==> src/rtl/adder_sequencer_pkg.sv <==
// Shared types and sizing helpers for the chunked adder sequencer.
package adder_sequencer_pkg;

   typedef enum logic [1:0] {IDLE, RUN, DONE} state_t;

   localparam int DEFAULT_WIDTH = 32;
   localparam int DEFAULT_CHUNK = 8;

   // Chunk counter width; a single-chunk build still needs one bit.
   function automatic int chunk_index_width(input int num_chunks);
      return (num_chunks <= 1) ? 1 : $clog2(num_chunks);
   endfunction

endpackage

==> src/rtl/chunk_prefix_adder.sv <==
// Combinational CHUNK-bit Kogge-Stone adder; also exposes the carry into the MSB
// so the sequencer can derive signed overflow on the final slice.
module chunk_prefix_adder #(
   parameter int CHUNK = 8
) (
   input  logic [CHUNK-1:0] i_a,
   input  logic [CHUNK-1:0] i_b,
   input  logic             i_cin,
   output logic [CHUNK-1:0] o_sum,
   output logic             o_cout,
   output logic             o_cmsb
);

   // Returns carries into every bit position plus the final carry-out: c[0] = cin.
   function automatic logic [CHUNK:0] prefix_carries(input logic [CHUNK-1:0] a,
                                                     input logic [CHUNK-1:0] b,
                                                     input logic             cin);
      logic [CHUNK-1:0] g, p, gn, pn;
      g = a & b;
      p = a ^ b;
      g[0] = g[0] | (p[0] & cin);
      for (int d = 1; d < CHUNK; d = d * 2) begin
         gn = g;
         pn = p;
         for (int i = d; i < CHUNK; i++) begin
            gn[i] = g[i] | (p[i] & g[i-d]);
            pn[i] = p[i] & p[i-d];
         end
         g = gn;
         p = pn;
      end
      return {g, cin};
   endfunction

   logic [CHUNK:0] w_carry;

   assign w_carry = prefix_carries(i_a, i_b, i_cin);
   assign o_sum   = (i_a ^ i_b) ^ w_carry[CHUNK-1:0];
   assign o_cout  = w_carry[CHUNK];
   assign o_cmsb  = w_carry[CHUNK-1];

endmodule

==> src/rtl/chunked_adder_sequencer.sv <==
// Multi-cycle WIDTH-bit adder: one CHUNK-bit prefix-adder slice per cycle, carry chained.
// Optional subtraction is built only when the SUBTRACT_EN macro is defined.
module chunked_adder_sequencer
   import adder_sequencer_pkg::*;
#(
   parameter int WIDTH = DEFAULT_WIDTH,
   parameter int CHUNK = DEFAULT_CHUNK
) (
   input  logic             clock_signal,
   input  logic             reset_signal,
   input  logic             start_signal,
   output logic             ready_signal,
   input  logic [WIDTH-1:0] first_operand,
   input  logic [WIDTH-1:0] second_operand,
   input  logic             carry_in_signal,
`ifdef SUBTRACT_EN
   input  logic             subtract_signal,
`endif
   output logic [WIDTH-1:0] result_value,
   output logic             carry_out_signal,
   output logic             overflow_signal,
   output logic             done_signal,
   input  logic             ack_signal
);

   localparam int NUM_CHUNKS = WIDTH / CHUNK;
   localparam int IDX_W      = chunk_index_width(NUM_CHUNKS);
   localparam logic [IDX_W-1:0] LAST_IDX = IDX_W'(NUM_CHUNKS - 1);

   state_t           r_state;
   logic [WIDTH-1:0] r_a;
   logic [WIDTH-1:0] r_b;
   logic [WIDTH-1:0] r_result;
   logic [IDX_W-1:0] r_idx;
   logic             r_carry;
   logic             r_cout;
   logic             r_ovf;
   logic             r_ready;
   logic             r_done;

   logic [CHUNK-1:0] w_a_slice;
   logic [CHUNK-1:0] w_b_slice;
   logic [CHUNK-1:0] w_sum;
   logic             w_cout;
   logic             w_cmsb;
   logic [WIDTH-1:0] w_b_eff;
   logic             w_cin_eff;

`ifdef SUBTRACT_EN
   // Subtraction as A + ~B + 1; carry out of 1 then means no borrow.
   assign w_b_eff   = subtract_signal ? ~second_operand : second_operand;
   assign w_cin_eff = subtract_signal ? 1'b1 : carry_in_signal;
`else
   assign w_b_eff   = second_operand;
   assign w_cin_eff = carry_in_signal;
`endif

   assign w_a_slice = r_a[int'(r_idx)*CHUNK +: CHUNK];
   assign w_b_slice = r_b[int'(r_idx)*CHUNK +: CHUNK];

   chunk_prefix_adder #(.CHUNK(CHUNK)) u_slice_adder (
      .i_a    (w_a_slice),
      .i_b    (w_b_slice),
      .i_cin  (r_carry),
      .o_sum  (w_sum),
      .o_cout (w_cout),
      .o_cmsb (w_cmsb)
   );

   always_ff @(posedge clock_signal) begin
      if (reset_signal) begin
         r_state  <= IDLE;
         r_ready  <= 1'b1;
         r_done   <= 1'b0;
         r_result <= '0;
         r_cout   <= 1'b0;
         r_ovf    <= 1'b0;
         r_idx    <= '0;
         r_carry  <= 1'b0;
      end else begin
         case (r_state)
            IDLE: begin
               if (start_signal) begin
                  r_a     <= first_operand;
                  r_b     <= w_b_eff;
                  r_carry <= w_cin_eff;
                  r_idx   <= '0;
                  r_ready <= 1'b0;
                  r_state <= RUN;
               end
            end
            RUN: begin
               r_result[int'(r_idx)*CHUNK +: CHUNK] <= w_sum;
               r_carry <= w_cout;
               r_idx   <= r_idx + 1'b1;
               if (r_idx == LAST_IDX) begin
                  r_cout  <= w_cout;
                  r_ovf   <= w_cout ^ w_cmsb;
                  r_done  <= 1'b1;
                  r_state <= DONE;
               end
            end
            DONE: begin
               if (ack_signal) begin
                  r_done  <= 1'b0;
                  r_ready <= 1'b1;
                  r_state <= IDLE;
               end
            end
            default: begin
               r_state <= IDLE;
               r_ready <= 1'b1;
               r_done  <= 1'b0;
            end
         endcase
      end
   end

   assign ready_signal     = r_ready;
   assign done_signal      = r_done;
   assign result_value     = r_result;
   assign carry_out_signal = r_cout;
   assign overflow_signal  = r_ovf;

endmodule

==> config.mk <==
export PLATFORM = sky130hd
export DESIGN_NAME = chunked_adder_sequencer
export DESIGN_NICKNAME = d
export VERILOG_FILES = /design/src/rtl/adder_sequencer_pkg.sv /design/src/rtl/chunk_prefix_adder.sv /design/src/rtl/chunked_adder_sequencer.sv
export SDC_FILE = /design/constraint.sdc
export NUM_CORES = 1
export LEC_CHECK = 0
export ABC_AREA = 1
export BUFFER_PORTS_ARGS = -buffer_cell sky130_fd_sc_hd__buf_2
export CAP_MARGIN = 25
export CORE_MARGIN = 2
export CORE_UTILIZATION = 57
export DETAILED_ROUTE_END_ITERATION = 6
export PLACE_DENSITY_LB_ADDON = 0.08
export SLEW_MARGIN = 20
export SYNTH_ARGS = -nofsm -noshare
export SYNTH_HDL_FRONTEND = slang
export SYNTH_SLANG_ARGS = --single-unit
export TNS_END_PERCENT = 20
==> constraint.sdc <==
create_clock -name clock_signal -period 13.77 [get_ports clock_signal]
set_input_delay 2.754 -clock clock_signal [delete_from_list [all_inputs] [get_ports clock_signal]]
set_output_delay 2.754 -clock clock_signal [all_outputs]
set_load 0.03 [all_outputs]
---- Yosys cells after proc, flatten, opt, wreduce, memory -nomap -nowiden ----
Cells that the tools add are included.
word-level totals
  bits of input ports ..................... 69
  bits in writable memories ............... 0
  bits in latches ......................... 0
  register bits ........................... 105
  output and inout bits ................... 36
  word-level logic and storage cells ...... 98
  memories ................................ 0
  ROM bits ................................ 0
cells by class
  $mul .................................... 0
  mux-type cells .......................... 15
  reduce and logical (&&, ||, !) cells .... 8
  eq/ne operators ......................... 6
  divide/modulo/power cells ............... 0
  add/sub/neg operators ................... 2
  bitwise gates (word level) .............. 53
  magnitude comparators ................... 0
  shift operators ......................... 4
operators with widths
  kind                                                                      number
  32-bit by 6-bit variable part select with 8-bit output                    2
  5-bit negator with 33-bit output                                          1
  8-bit by 33-bit variable shift with 32-bit output (first input constant)  1
  8-bit by 33-bit variable part select with 32-bit output                   1
  32-bit bitwise mux                                                        1
  1-bit AND                                                                 28
  1-bit bitwise OR                                                          18
  8-bit XOR                                                                 2
  3-bit AND reduction                                                       4
  8-bit AND                                                                 1
  2-bit two-way mux                                                         4
  2-bit inequality test (second input constant)                             3
  1-bit one-hot mux with 3 select lines                                     2
  2-bit one-hot mux with 3 select lines                                     1
  1-bit two-way mux                                                         5
  2-bit equality test (second input constant)                               2
  2-bit one-hot mux with 2 select lines                                     1
  2-bit AND reduction                                                       2
  1-bit NOT                                                                 3
  2-bit by 1-bit adder with 2-bit output (second input constant)            1
  2-bit by 1-bit equality test with 1-bit output (second input constant)    1
  2-bit logical NOT                                                         1
  1-bit one-hot mux with 2 select lines                                     1
  2-bit nonzero test                                                        1
  1-bit XOR                                                                 1

---- Longest topological paths before layout ----
Gate-level depths: netlist (run 1).
  depth in word-level cells ............... 11
  depth in mapped cells ................... 16
  mapped depth without buffers ............ 13

---- By module ----
A second synthesis (run 1) with hierarchy kept.
unflattened totals
  cell total of the unflattened synthesis .. 454
  area, all modules ....................... 4,544.4 um^2
modules (own cells, without submodules)
  module                   seq. area each (um^2)  area each (um^2)  cells an instance  times used
  chunked_adder_sequencer  2,742.6                4,137.7           387                1
  chunk_prefix_adder       0.0                    406.6             67                 1

---- Worst setup path before layout (run 1) ----
OpenSTA, ideal clock, no wires.
  kind .................................... input -> register
  from .................................... in reset_signal
  to ...................................... reg r_a[0] (enable)
  path slack .............................. 7.490 ns
  stages .................................. 3
  arrival ................................. 5.794 ns
  path through ............................ clkbuf_1 > clkbuf_1 > nor2_1
between the ends
  longest elaborated chain between the ends .. 2
ends and longest elaborated chain
  what                           RTL line                       source
  start, declared                chunked_adder_sequencer.sv:10  input logic reset_signal,
  1-bit NOT (no line)            --
  3-bit AND reduction (no line)  --
  end signal, assigned           chunked_adder_sequencer.sv:84  r_a <= first_operand;
  end, declared                  chunked_adder_sequencer.sv:31  logic [WIDTH-1:0] r_a;
No other way between the ends.
A chain may end at the register's enable or synchronous reset.

---- Worst setup path after layout (run 1) ----
  from .................................... in reset_signal
  to ...................................... reg r_b[27] (enable)
between the ends
  longest elaborated chain between the ends .. 2
ends and longest elaborated chain
  what                           RTL line                       source
  1-bit NOT (no line)            --
  3-bit AND reduction (no line)  --
  end signal, assigned           chunked_adder_sequencer.sv:85  r_b <= w_b_eff;
  end, declared                  chunked_adder_sequencer.sv:32  logic [WIDTH-1:0] r_b;
No other way between the ends.

==> results of run 1 <==
synthesized netlist by cell type:
master    number  share of area
a221o_1        1         0.0023
nand3b_1       1         0.0017
inv_1         19          0.016
a31oi_1        1         0.0014
or2_2          1         0.0014
fa_1           2         0.0092
buf_2          3         0.0034
xnor2_1        1         0.0020
a22oi_1        4         0.0069
o21ai_0       35          0.040
nand2_4        1         0.0026
nand4_1        8          0.012
nor4_4         1         0.0049
a211oi_1       1         0.0017
xor2_1         2         0.0040
o22ai_1       16          0.023
inv_2          2         0.0017
nor3_1         1         0.0011
edfxtp_1      64           0.44
ha_1          13          0.037
nor2_1        47          0.041
clkbuf_1      13          0.011
nand2_2        1         0.0014
buf_1          2         0.0017
dfxtp_1       41           0.19
nand2_1       77          0.066
nor2_4         4          0.010
o21a_1         1         0.0017
nand3_1       17          0.020
a21oi_1       38          0.044
routing by layer:
metal,GRT usage,up-vias
li1,-,1656
met1,0.279,1473
met2,0.356,105
met3,0.0332,15
met4,0.116,0
met5,0,-
registers in the layout (all words and copies together), names as in the netlist:
signal	flops
r_b	32
overflow_signal	1
r_carry	1
r_idx	2
r_a	32
result_value	32
ready_signal	1
r_state	2
carry_out_signal	1
done_signal	1
layout by cell type (no fill, tap or decap), types with 2 or more instances in the layout:
cell and instances:
edfxtp_1 64, o22ai_1 16, clkbuf_1 2, o21ai_0 35, nor2_4 5, clkbuf_8 10
nand2_1 77, dfxtp_1 41, inv_2 2, fa_1 2, a21oi_1 38, ha_1 13
inv_1 20, buf_4 3, xor2_1 2, a22oi_1 4, buf_2 104, nor2_1 46
nand3_1 17, nand4_1 8
report_power, final:
part | switching [mW] | total, mW | internal [mW]
combinational | 0.0761 | 0.112 | 0.0360
sequential | 0.00343 | 0.350 | 0.346
clock | 0.0946 | 0.176 | 0.0812
through the flow:
| stage | hold WS [ps] | util | power, mW |
|---|---|---|---|
| floorplan | 507 | - | 0.433 |
| global placement | 449 | 0.676 | 0.466 |
| detailed placement | 452 | 0.676 | 0.469 |
| CTS | 466 | 0.701 | 0.642 |
| global route | 484 | 0.701 | 0.670 |
| finish | 464 | 0.701 | 0.638 |
cell families after synthesis:
family                     after synthesis
and+or+nand+nor                        159
DFF                                    105
AOI/OAI and AO/OA                       97
buffers and inverters                   39
adders and majority gates               15
xor gates and xnor gates                 3
cell type report:
class	count	area share
tap	99	0.0241
sequential	105	0.534
timing repair buffer	107	0.106
clock inverter	3	0.00292
multi-input combinational	274	0.285
clock buffer	13	0.0331
inverter	21	0.0153
worst max-delay path by stage:
stage | from | end
floorplan | reset_signal | r_a[0]
global placement | reset_signal | r_a[31]
detailed placement | reset_signal | r_a[27]
CTS | reset_signal | r_b[29]
global route | reset_signal | r_b[27]
finish | reset_signal | r_b[27]
critical path, delay by kind of cell:
kind / cells / cell delay [ps]
buf+inv: 2 / 950
simple gates: 1 / 180
==> results.toml, run 1 <==
[outcome]
status = "completed"

[cts]
cts_root_buf = "clkbuf_8"
postCtsSetupBuffers = 0
cts_resized = 0
cts_hold_buf = 0
cts_tree = "done"
ctsHtreeMaxLevel = 3
clk_pin_slew_ps = 90
clock_latency_ps = 350
cts_inserted_buffers = 9
ctsLongestPathBuffers = 2
cts.sinks = 105

[setup_path]
arrival_ps = 3940
crit_type = "in2reg"
crit_path_top_delay_cell = "buf_4"
critPathLaunchType = "primary input"
r2r_end = "result_value[30]"
reg2reg_depth = 13
r2r_start = "r_idx[0]"
cp.required_ps = 13750
crit_path_max_incr_delay_ps = 610
rrSetupSlack_ps = 10400
cp_max_fo = 64
end_kind = "flop"
path_cells = "buf_2, nor2_4, buf_4"

[placed_design]
dpl-instance-area_sq_um = 4950
place_congestion = 0.823
portBuffers = 104
dp_slack_ps = 9450
dp_cells = 606
dpl.hpwl_um = 5810

[die]
core_area_sq_um = 7330
die_w_um = 91.4
ioPinCount = 105
dieArea_sq_um = 8350
die_y_um = 91.4
row_count = 31
initial_core_util = 0.594

[sta]
post-route-period-util = 0.287
tightest_slew_ps = 775
finalHoldViolCount = 0
relSlewSlack = 0.483
slew_viol_final = 0
fin_setup_tns_ps = 0
min_period_ps = 3960
fmax_ghz = 0.253
setup_slack_ps = 9810
rsz0062_at_grt = "false"
fin_skew_ps = 13.2
finalSetupViolCount = 0

[synthesis]
postSynthAreaPerCell_sq_um = 10.4
syn-cell-area_sq_um = 4350
syn-num-nets = 502
synth_warnings = 0
synth-seq-area-share = 0.630
synth-compound-area-share = 0.121
synthAdderAreaFrac = 0.0466
synth_xor_area_frac = 0.00604
synth_top_family_by_area = "simple AND/OR/NAND/NOR gates"
synth_seq_cells = 105
synth.area.mux_share = 0
yosys.area_share.simple = 0.162
synth_cell_types = 30
syn_inst = 418

[detailed_routing]
wl_per_cell_um = 13.9
drc_errors = 0
wl_met1_um = 3790
wl_met2_um = 4240
drt_wl_total_um = 8630
ant_nets = 0
vias = 3249
dr.pass1.iters = 4
vias_per_cell = 5.22
drt-initial-drc-count = 165
top_layer = "met4"
route.met3.wl_um = 399

[grt]
grt_max_degree = 65
grt_first_pass_wirelength_um = 14300
grt_use_total = 0.217
antenna_found_initial = 0
grt_pass1_vias = 3144
overflow = 0

[cells_and_area]
n_antenna_cell = 0
final_layout_size_suffix_gt1_frac = 0.250
finalInstanceArea_sq_um = 5140
fillers = 586
fin_cells = 622
multi_input_area_sq_um = 1470
finish.net_count = 602
area_growth_pct = 18.1
register_area_sq_um = 2740

[hold_path]
min_path_cells = 2
hold_path.class = "reg2reg"
holdPathEnd = "result_value[27]"
min-delay-start = "result_value[27]"

[job]
maxCapViolations = 0

[pwr]
p_leak_nw = 2.07
power_density_nw_per_um2 = 124
ir_worst_vdd_mv = 0.0798
No activity file was read; power rests on OpenSTA's default activity.
==> inputs of run 2 (changes only) <==
Settings changed: ABC_AREA 1 to 0, CORE_UTILIZATION 57 to 48.
Clock period 13.77 ns to 3.5 ns, I/O delays scaled along.
==> results.toml, run 2 <==
[setup_path]
cp.depth = 8
critPathLaunchType = "flop"
crit_path_max_incr_delay_ps = 590
crit_family = "compound AO/OA/AOI/OAI gates"
arrival_ps = 3250
reg2reg_depth = 8
end_kind = "flop"
crit_path_top_delay_cell = "mux4_2"
cp.required_ps = 3790
path_buf_inv = 1
cp_max_fo = 21
crit_type = "reg2reg"
cpMostUsedCell = "nor2_1"
path_cells = "buf_4, mux4_2, ha_1, a211oi_2, nor2_1, o311ai_1, a22oi_1, nor2_1"

[pwr]
power.combinational.fraction = 0.145
clkPwrFrac = 0.276
power_switching_mw = 0.630
power_density_nw_per_um2 = 469
swShare = 0.264
ir_worst_vdd_mv = 0.270
intPower_mw = 1.75
power_mw = 2.38
seq_power_share = 0.578
p_leak_nw = 1.96

[synthesis]
syn-num-nets = 378
postSynthAreaPerCell_sq_um = 14.5
syn-cell-area_sq_um = 4260
synth-main-ff-cell = "edfxtp_1"
synth_commonest_cells = "edfxtp_1, dfxtp_1, nor2_1"
synth.top_cell.area_share = 0.451
synth_area_leader_cell = "edfxtp_1"
synth-seq-area-share = 0.643
synth_edf_count = 64
async_reset_ff_frac = 0
synth_warnings = 0
synth_seq_cells = 105
synth_cell_types = 42
yosys-top-cells-area = "edfxtp_1, dfxtp_1, mux4_2, a22oi_1, ha_1"
syn_inst = 294
synth.most_common_cell = "edfxtp_1"

[placed_design]
dp_cells = 498
dpl-instance-area_sq_um = 4920
dp_slack_ps = 496
portBuffers = 104
dpl.hpwl_um = 5890
place_congestion = 0.834

[cts]
postCtsSetupBuffers = 0
cts_hold_buf = 0
clk_pin_slew_ps = 100
cts_inserted_buffers = 9
cts_resized = 0
cts.sinks = 105
ctsLongestPathBuffers = 2
ctsHtreeMaxLevel = 3
clock_latency_ps = 360
cts_tree = "done"
cts_root_buf = "clkbuf_8"

[cells_and_area]
area_growth_pct = 19.3
mostFrequentLayoutCell = "buf_2"
finalInstanceArea_sq_um = 5080
n_antenna_cell = 0
finish.net_count = 485
final_layout_size_suffix_gt1_frac = 0.367
fillers = 737
fin_cells = 514
multi_input_area_sq_um = 1460
layout_common_cells = "buf_2, edfxtp_1, dfxtp_1, nor2_1, a22oi_1"
register_area_sq_um = 2740

[detailed_routing]
drt_wl_total_um = 8230
vias = 2716
drc_errors = 0
dr.pass1.iters = 4
vias_per_cell = 5.28
drt-initial-drc-count = 120
ant_nets = 0
wl_per_cell_um = 16.0

[die]
row_count = 34
die_w_um = 98.2
dieArea_sq_um = 9650
initial_core_util = 0.491
core_area_sq_um = 8680
ioPinCount = 105
die_y_um = 98.2

[grt]
busiest_layer = "met2"
grt_pass1_vias = 2710
grt_use_met1 = 0.239
overflow = 0
grt_max_degree = 65
antenna_found_initial = 0
groute.layer.met2.usage = 0.285
grt_use_total = 0.178
grt_first_pass_wirelength_um = 13400
met3_usage = 0.0508

[sta]
fmax_ghz = 0.339
slew_viol_final = 0
min_period_ps = 2950
relSlewSlack = 0.521
post-route-period-util = 0.844
fin_skew_ps = 8.75
finalHoldViolCount = 0
fin_setup_tns_ps = 0
setup_slack_ps = 546
tightest_slew_ps = 719
finalSetupViolCount = 0
rsz0062_at_grt = "false"

[outcome]
status = "completed"

[hold_path]
hold_path.class = "reg2reg"
min_path_cells = 2

[job]
maxCapViolations = 0
[run 2: changes by cell type in the layout (fill, tap and decap cells not counted), sizes merged, moves of 5 or more]
cell,previous run,this run
nand2,79,21
o21ai,35,8
a21oi,38,16
a22oi,4,25
nor2,51,32
inv,23,7
mux4,0,16
o22ai,16,0
nand3,17,2
nand4,8,0
nand2b,0,5
[run 2: power groups by stage]
stage | combinational, mW | sequential [mW] | clock [mW]
final | 0.346 | 1.38 | 0.659
after global routing | 0.385 | 1.38 | 0.725
after CTS | 0.351 | 1.38 | 0.676
after detailed placement | 0.350 | 1.41 | 0
after global placement | 0.347 | 1.41 | 0
after floorplan | 0.219 | 1.42 | 0
[run 2: area by class of cell]
class / count / share of cell area
Clock buffer: 9 / 0.0244
Multi-Input combinational cell: 172 / 0.287
Clock inverter: 7 / 0.00861
Timing Repair Buffer: 107 / 0.109
Inverter: 6 / 0.00443
Tap cell: 108 / 0.0266
Sequential cell: 105 / 0.540
[run 2: cells by family after synthesis]
group	after synthesis	share of synthesized area
DFF	105	0.643
and+or+nand+nor	71	0.0898
AOI/OAI and AO/OA	65	0.107
buffers and inverters	17	0.0170
muxes	16	0.0845
adders and majority gates	15	0.0476
xor gates and xnor gates	5	0.0103
[run 2: metal layers]
metal  part of all wire  routed length [um]
met1               0.45                3730
met2               0.48                3910
met3              0.059                 484
met4              0.011                  94
met5                  0                   0
[run 2: per-stage QoR]
stage                     utilization  hold WS [ps]
after floorplan                     -           524
after global placement          0.566           430
after detailed placement        0.566           436
after CTS                       0.586           449
after global routing            0.586           465
final                           0.586           445
[run 2: path summary, 6_finish.rpt]
kind | from | to | slack, ps
setup / recovery | r_idx[0] | result_value[29] | 550
hold / removal | result_value[22] | result_value[22] | 440
setup reg to reg | r_idx[0] | result_value[29] | 550
hold reg to reg | result_value[22] | result_value[22] | 440
[run 2: tightest hold or removal path, stage by stage, from the launching register on]
cell,delay [ps]
dfxtp_1,320
nand2_1,50
o21ai_1,50
==> inputs of run 3 (changes only) <==
Clock period 3.5 ns to 2.4 ns, I/O delays scaled along.
==> results.toml, run 3 (synthesis results as in run 2) <==
[outcome]
status = "finished, violations left"
violations = "negative setup slack"

[placed_design]
portBuffers = 104
dp_slack_ps = -339
dp_cells = 521
place_congestion = 0.859
dpl.hpwl_um = 6110

[cts]
cts_inserted_buffers = 9
cts_root_buf = "clkbuf_8"
ctsLongestPathBuffers = 2
ctsHtreeMaxLevel = 3
cts_hold_buf = 0
clk_pin_slew_ps = 100
cts.sinks = 105
clock_latency_ps = 360
cts_tree = "done"

[die]
ioPinCount = 105
dieArea_sq_um = 9650
die_y_um = 98.2
initial_core_util = 0.491
row_count = 34
die_w_um = 98.2
core_area_sq_um = 8680

[detailed_routing]
vias_per_cell = 5.29
drt-initial-drc-count = 92
ant_nets = 0
vias = 2873
drc_errors = 0
drt_wl_total_um = 8390
dr.pass1.iters = 4
wl_per_cell_um = 15.4

[sta]
fmax_ghz = 0.381
min_period_ps = 2620
tightest_slew_ps = 592
rsz0062_at_grt = "true"
fin_setup_tns_ps = -2910
finalHoldViolCount = 0
slew_viol_final = 0
setup_slack_ps = -222
post-route-period-util = 1.09
finalSetupViolCount = 23
relSlewSlack = 0.603
fin_skew_ps = 9.92

[setup_path]
cpMostUsedCell = "fa_2"
crit_path_top_delay_cell = "mux4_2"
cp.required_ps = 2660
end_kind = "flop"
critPathLaunchType = "flop"
path_cells = "mux4_2, fa_2, fa_2, nand3_2, a21o_1, a32oi_2, buf_4, a221oi_2, nor2_1"
crit_path_max_incr_delay_ps = 530
crit_type = "reg2reg"
crit_family = "adder cells"
cp_max_fo = 6
path_buf_inv = 1
arrival_ps = 2880

[cells_and_area]
layout_common_cells = "buf_2, edfxtp_1, dfxtp_1, nor2_1, buf_4"
n_antenna_cell = 0
fin_cells = 543
mostFrequentLayoutCell = "buf_2"
finish.net_count = 514
area_growth_pct = 30.3
final_layout_size_suffix_gt1_frac = 0.469
post-route-util = 0.640

[grt]
antenna_found_initial = 0
grt_pass1_vias = 2853
grt_first_pass_wirelength_um = 14100
overflow = 0
grt_max_degree = 65
grt_use_total = 0.184

[pwr]
ir_worst_vdd_mv = 0.460
p_leak_nw = 2.15
power_density_nw_per_um2 = 674

[hold_path]
hold_path.class = "in2reg"

[job]
maxCapViolations = 0
==> run 3: layout make-up <==
| cell class | instances | area [sq um] |
|---|---|---|
| multi-input combinational | 172 | 1660 |
| timing repair buffer | 136 | 810 |
| clock inverter | 7 | 53.8 |
| inverter | 6 | 22.5 |
| sequential | 105 | 2750 |
| tap | 108 | 135 |
| fill | 690 | 3120 |
| clock buffer | 9 | 124 |
==> run 3: worst reg2reg max path: stages (launching register included) <==
cell and delay (ps):
dfxtp_4 430, mux4_2 530, fa_2 390, fa_2 370
nand3_2 80, a21o_1 150, a32oi_2 140, buf_4 170
a221oi_2 200, nor2_1 60
==> run 3: worst paths after layout <==
kind | startpoint | to | slack (ps) | cells after the start
hold / removal | first_operand[30] | r_a[30] | 290 | 1
setup reg to reg | r_idx[0] | r_carry | -220 | 9
setup / recovery | r_idx[0] | r_carry | -220 | 9
hold reg to reg | result_value[14] | result_value[14] | 450 | 2
==> run 3: what timing repair did <==
action,CTS,global route
gates resized for setup,25,8
pin swaps,11,10
endpoints found under the setup margin,27,27
setup buffers,6,0
==> run 3: per-stage QoR <==
step                      instance area (sq um)  total power, mW  hold slack, ps
final                                      5560             3.74             289
after global routing                       5560             3.91             270
after CTS                                  5510             3.74             276
after detailed placement                   5120             2.66             439
after global placement                     5120             2.65             430
after floorplan                            4350             2.42             518
==> run 3: power by group <==
part           switching, mW  internal, mW
logic                  0.375         0.353
clock network          0.611         0.389
registers             0.0311          1.98
==> run 3: per-layer routing <==
| layer | GRT usage | share of wire |
|---|---|---|
| met2 | 0.306 | 0.48 |
| met1 | 0.247 | 0.46 |
| met4 | 0.0601 | 0.014 |
| met5 | 0 | 0 |
| met3 | 0.0358 | 0.044 |
